**config.mk**
```make
export PLATFORM = sky130hd
export DESIGN_NAME = muldiv_unit
export DESIGN_NICKNAME = d
export VERILOG_FILES = /design/src/rtl/muldiv_unit.sv
export SDC_FILE = /design/constraint.sdc
export NUM_CORES = 2
export LEC_CHECK = 0
export ABC_AREA = 1
export CAP_MARGIN = 40
export CORE_MARGIN = 1
export CORE_UTILIZATION = 45
export DETAILED_ROUTE_END_ITERATION = 8
export HOLD_SLACK_MARGIN = 0.1
export MAX_ROUTING_LAYER = met4
export REMOVE_ABC_BUFFERS = 1
export SLEW_MARGIN = 15
export SYNTH_ARGS = -nofsm -noshare
export SYNTH_HDL_FRONTEND = slang
export SYNTH_SLANG_ARGS = --single-unit
```
**constraint.sdc**
```tcl
create_clock -name clk_i -period 16.63 [get_ports clk_i]
set_input_delay 3.326 -clock clk_i [delete_from_list [all_inputs] [get_ports clk_i]]
set_output_delay 3.326 -clock clk_i [all_outputs]
set_load 0.005 [all_outputs]
```
**src/rtl/muldiv_unit.sv**
```systemverilog
// muldiv_unit: iterative signed/unsigned multiply, multiply-accumulate and restoring divide
module muldiv_unit #(
    parameter int WIDTH      = 32,
    parameter int MUL_STAGES = 2
) (
    input  logic             clk_i,
    input  logic             rst_ni,
    input  logic             op_valid_i,
    output logic             op_ready_o,
    input  logic [2:0]       op_i,
    input  logic [WIDTH-1:0] a_i,
    input  logic [WIDTH-1:0] b_i,
    input  logic [WIDTH-1:0] hi_in_i,
    input  logic [WIDTH-1:0] lo_in_i,
    input  logic             cancel_i,
    output logic             res_valid_o,
    input  logic             res_ready_i,
    output logic [WIDTH-1:0] res_hi_o,
    output logic [WIDTH-1:0] res_lo_o,
    output logic             div_by_zero_o
);
    localparam int W  = WIDTH;
    localparam int CW = $clog2((W > MUL_STAGES ? W : MUL_STAGES) + 1);

    typedef enum logic [1:0] {IDLE, MUL, DIV, DONE} state_e;

    state_e          state_q;
    logic [W-1:0]    a_q, b_q, dvs_q, rem_q, quo_q, res_hi_q, res_lo_q;
    logic [2*W-1:0]  acc_q;
    logic [2:0]      op_q;
    logic [CW-1:0]   cnt_q;
    logic            res_valid_q, dbz_q;

    logic            idle;
    logic [W-1:0]    m_a, m_b, abs_a, abs_b;
    logic [2:0]      m_op;
    logic            m_sgn;
    logic [2*W-1:0]  m_acc, m_ea, m_eb, prod, mul_res;
    logic [W-1:0]    s_rem, s_quo, s_dvs, n_rem, n_quo;
    logic [W:0]      sh, diff;
    logic            ge, d_sgn, neg_q, neg_r;
    logic [W-1:0]    fix_quo, fix_rem;

    assign idle = state_q == IDLE;

    // Multiply operands come straight from the ports on the accept edge (single-stage case)
    // and from the captured registers afterwards.
    assign m_a     = idle ? a_i : a_q;
    assign m_b     = idle ? b_i : b_q;
    assign m_op    = idle ? op_i : op_q;
    assign m_acc   = idle ? {hi_in_i, lo_in_i} : acc_q;
    assign m_sgn   = ~m_op[0];
    assign m_ea    = {{W{m_sgn & m_a[W-1]}}, m_a};
    assign m_eb    = {{W{m_sgn & m_b[W-1]}}, m_b};
    assign prod    = m_ea * m_eb;
    assign mul_res = m_op[2] ? (m_op[1] ? m_acc - prod : m_acc + prod) : prod;

    // The first quotient bit is produced on the accept edge from the port magnitudes,
    // so WIDTH iterations plus the sign fixup fit in WIDTH+1 clocks.
    assign abs_a   = (~op_i[0] & a_i[W-1]) ? -a_i : a_i;
    assign abs_b   = (~op_i[0] & b_i[W-1]) ? -b_i : b_i;
    assign s_rem   = idle ? '0 : rem_q;
    assign s_quo   = idle ? abs_a : quo_q;
    assign s_dvs   = idle ? abs_b : dvs_q;
    assign sh      = {s_rem, s_quo[W-1]};
    assign diff    = sh - {1'b0, s_dvs};
    assign ge      = sh >= {1'b0, s_dvs};
    assign n_rem   = ge ? diff[W-1:0] : sh[W-1:0];
    assign n_quo   = {s_quo[W-2:0], ge};

    assign d_sgn   = ~op_q[0];
    assign neg_q   = d_sgn & (a_q[W-1] ^ b_q[W-1]);
    assign neg_r   = d_sgn & a_q[W-1];
    assign fix_quo = neg_q ? -quo_q : quo_q;
    assign fix_rem = neg_r ? -rem_q : rem_q;

    assign op_ready_o    = idle;
    assign res_valid_o   = res_valid_q;
    assign res_hi_o      = res_hi_q;
    assign res_lo_o      = res_lo_q;
    assign div_by_zero_o = dbz_q;

    // Control FSM with operand capture, iteration and registered result outputs
    always_ff @(posedge clk_i or negedge rst_ni) begin
        if (!rst_ni) begin
            state_q     <= IDLE;
            a_q         <= '0;
            b_q         <= '0;
            dvs_q       <= '0;
            rem_q       <= '0;
            quo_q       <= '0;
            acc_q       <= '0;
            op_q        <= '0;
            cnt_q       <= '0;
            res_hi_q    <= '0;
            res_lo_q    <= '0;
            res_valid_q <= 1'b0;
            dbz_q       <= 1'b0;
        end else if (cancel_i) begin
            state_q     <= IDLE;
            res_valid_q <= 1'b0;
        end else begin
            case (state_q)
                IDLE: if (op_valid_i) begin
                    a_q   <= a_i;
                    b_q   <= b_i;
                    op_q  <= op_i;
                    acc_q <= {hi_in_i, lo_in_i};
                    cnt_q <= '0;
                    if (!op_i[2] && op_i[1]) begin
                        if (b_i == '0) begin
                            res_hi_q    <= a_i;
                            res_lo_q    <= '1;
                            dbz_q       <= 1'b1;
                            res_valid_q <= 1'b1;
                            state_q     <= DONE;
                        end else begin
                            dvs_q   <= abs_b;
                            rem_q   <= n_rem;
                            quo_q   <= n_quo;
                            cnt_q   <= CW'(1);
                            state_q <= DIV;
                        end
                    end else if (MUL_STAGES == 1) begin
                        {res_hi_q, res_lo_q} <= mul_res;
                        dbz_q       <= 1'b0;
                        res_valid_q <= 1'b1;
                        state_q     <= DONE;
                    end else begin
                        state_q <= MUL;
                    end
                end
                MUL: if (cnt_q == CW'(MUL_STAGES - 2)) begin
                    {res_hi_q, res_lo_q} <= mul_res;
                    dbz_q       <= 1'b0;
                    res_valid_q <= 1'b1;
                    state_q     <= DONE;
                end else begin
                    cnt_q <= cnt_q + CW'(1);
                end
                DIV: if (cnt_q == CW'(W)) begin
                    res_hi_q    <= fix_rem;
                    res_lo_q    <= fix_quo;
                    dbz_q       <= 1'b0;
                    res_valid_q <= 1'b1;
                    state_q     <= DONE;
                end else begin
                    rem_q <= n_rem;
                    quo_q <= n_quo;
                    cnt_q <= cnt_q + CW'(1);
                end
                DONE: if (res_ready_i) begin
                    res_valid_q <= 1'b0;
                    state_q     <= IDLE;
                end
                default: state_q <= IDLE;
            endcase
        end
    end
endmodule

```
==> results.cfg <==
[clock_network]
cts_tree = done
cts_root_buffer = clkbuf_16
clk_pin_slew_worst_paths_ps = 60
clock_latency_ps = 630
clock_path_buffers = 3
post_cts_buffers = 0
hold_buffers = 0
h-tree-depth = 2
cts_resized = 0
cts.sinks = 301
numCtsBuffers = 40

[global_routing]
grt_pass1_vias = 59100
grt_pass1_wl_um = 377000
antenna_found_initial = 9
grt_max_degree = 142
overflow = 0
track_usage = 0.368

[setup_path]
path_buf_inv = 10
r2r_cells = 47
criticalPathCategory = in2reg
rrSetupSlack_ps = 2520
crit_fanout = 16
path_delay_family = adder cells
required_ps = 17130
r2r_end = res_hi_o[30]
slowest_delay_ps = 680
reg2reg_from = state_q[0]
worst_path_max_delay_cell = fa_1
endpoint_kind = flop
crit_path_frequent_cell = fa_1
start_kind = input port
crit_arrival_ps = 16540

[min_path]
min_path_type = reg2reg
whs_path_depth = 2
min_from = res_hi_o[21]
hold_end = res_hi_o[21]

[synthesis]
ys_ff_latch = 301
synth-main-ff-cell = dfrtp_1
ys_types = 62
ys_warn_count = 0
synth-xor-area-share = 0.0250
muxShareOfSynthArea = 0
synth_area_sq_um = 64000
synth-seq-area-share = 0.118
syn_inst = 8586
postSynth.asyncResetShare = 1.00
synthSimpleGateAreaFrac = 0.202
synth_edf_count = 0
avgSynthCellArea_sq_um = 7.45
yosys.area_share.adder = 0.415
synth_top_family_by_area = adder cells
synth_compound_area_frac = 0.107

[sta]
skew_ps = 43.9
setup_violations = 0
final_hold_viol_count = 0
min_period_over_period = 0.964
max_freq_mhz = 62.4
rsz0062_at_grt = no
max_slew.worst_pin.slew_ps = 940
final_max_slew_viol_count = 0
fin_ws_ps = 592
maxSlewHeadroom = 0.367
period_minus_slack_ps = 16040

[route]
vias = 58100
drt-pass1-iter-count = 8
first_iter_violations = 5553
ant_nets = 0
wl_per_cell_um = 23.7
drc_errors = 0
wl_um = 251000
vias_per_cell = 5.49

[status]
outcome = finished clean

[floorplan]
start_util = 0.456
dieHeight_um = 379
placementRows = 137
dieArea_sq_um = 144000
coreArea_sq_um = 140000
io_pins = 203
die_x_um = 379

[cells_and_area]
final_nets = 10300
drive_gt1_frac = 0.0505
synthToLayoutAreaGrowth_pct = 9.87

[placement]
hpwl_um = 211000
io_buffers = 202
routabilityCongestion = 1.01
preCtsSetupSlack_ps = 313

[job]
drv_cap = 0
tightest hold or removal path, stage by stage (launching register included):
cell	delay, ps
dfrtp_1	340
nand2_1	50
nand2_1	50
worst max-delay path by stage:
stage          slack (ps)  cells past startpoint           end        from
3_3_place_gp         -330                     44  res_hi_o[30]     a_i[31]
6_report              590                     45  res_hi_o[30]     a_i[31]
4_1_cts               930                     45  res_hi_o[30]     a_i[31]
2_1_floorplan        -710                     52  res_hi_o[31]  state_q[0]
5_1_grt               220                     46  res_hi_o[30]     a_i[31]
3_5_place_dp          310                     45  res_hi_o[30]     a_i[31]
metal layers:
metal  vias up  global-route usage  part of all wire  wire length (um)
met5         -                   -                 0                 0
met4         0               0.141             0.046             11500
met3       449              0.0779             0.097             24300
met2      2638               0.559              0.45            112000
met1     28900               0.481              0.41            104000
li1      26200                   -                 -                 -
metrics by stage:
stage,cells,setup TNS (ps),hold WS [ps],utilization,area [sq um]
2_1_floorplan,8256,-6550,442,-,62700
3_3_place_gp,10500,-331,455,0.490,68600
3_5_place_dp,10500,0,465,0.491,68800
4_1_cts,10600,0,481,0.501,70200
5_1_grt,10600,0,498,0.501,70300
6_report,10600,0,476,0.501,70300
cell type report:
cell class	instances	area (sq um)
fillers	14200	69900
multi-input cells	6030	48100
flip-flops and latches	301	7530
inverters	1925	7240
repair buffers	389	3620
well taps	1876	2350
clock buffers	54	1150
clock inverters	17	258
diodes	6	15.0
Yosys cell counts, types with 19 or more instances:
master       n  area share
nor3_1      80      0.0063
nand2_2     31      0.0030
nand3b_1    19      0.0022
nand3_1    202       0.016
nand4_1     44      0.0043
a21oi_1    319       0.025
nor2_1     825       0.048
xnor2_1     52      0.0071
clkinv_1    20      0.0012
inv_1     1874        0.11
ha_1       319       0.062
inv_2       31      0.0018
a31oi_1     77      0.0075
o211ai_1    79      0.0093
nor4_1      23      0.0022
nand2_1   1869        0.11
clkbuf_1   302       0.018
xor2_1     127       0.017
o21ai_0    585       0.046
dfrtp_1    301        0.12
fa_1      1127        0.35
buf_1       20      0.0012
o21ai_1     36      0.0028
o31ai_1     21      0.0025
or2_2       21      0.0021
placed cells by master (no fill, tap or decap), types with 31 or more instances in the layout:
cell | Yosys | layout
clkbuf_16 | 0 | 41
nor2_1 | 825 | 824
nand2_1 | 1869 | 1867
nand2_2 | 31 | 33
o211ai_1 | 79 | 79
buf_4 | 3 | 169
a21oi_1 | 319 | 316
clkdlybuf4s50_1 | 0 | 201
xor2_1 | 127 | 127
ha_1 | 319 | 317
o21ai_0 | 585 | 572
a31oi_1 | 77 | 77
inv_2 | 31 | 31
dfrtp_1 | 301 | 301
inv_1 | 1874 | 1871
fa_1 | 1127 | 1127
nor3_1 | 80 | 78
nand4_1 | 44 | 44
nand3_1 | 202 | 201
xnor2_1 | 52 | 52
sequential cells by signal, summed over array words and instances, names as in the netlist, 32 cells and up:
name and flops:
res_lo_o 32, b_q 32, a_q 32, quo_q 32, rem_q 32, acc_q 64, res_hi_o 32, dvs_q 32
kinds of logic after synthesis:
logic type	after synthesis
AOI/OAI and AO/OA	1231
and+or+nand+nor	3172
DFF	301
adders and majority gates	1446
xor gates and xnor gates	181
buffers and inverters	2255
Power is left out: the tool's default activity adds up to more than one toggle a clock period on the data nets, which glitch-free logic cannot reach.
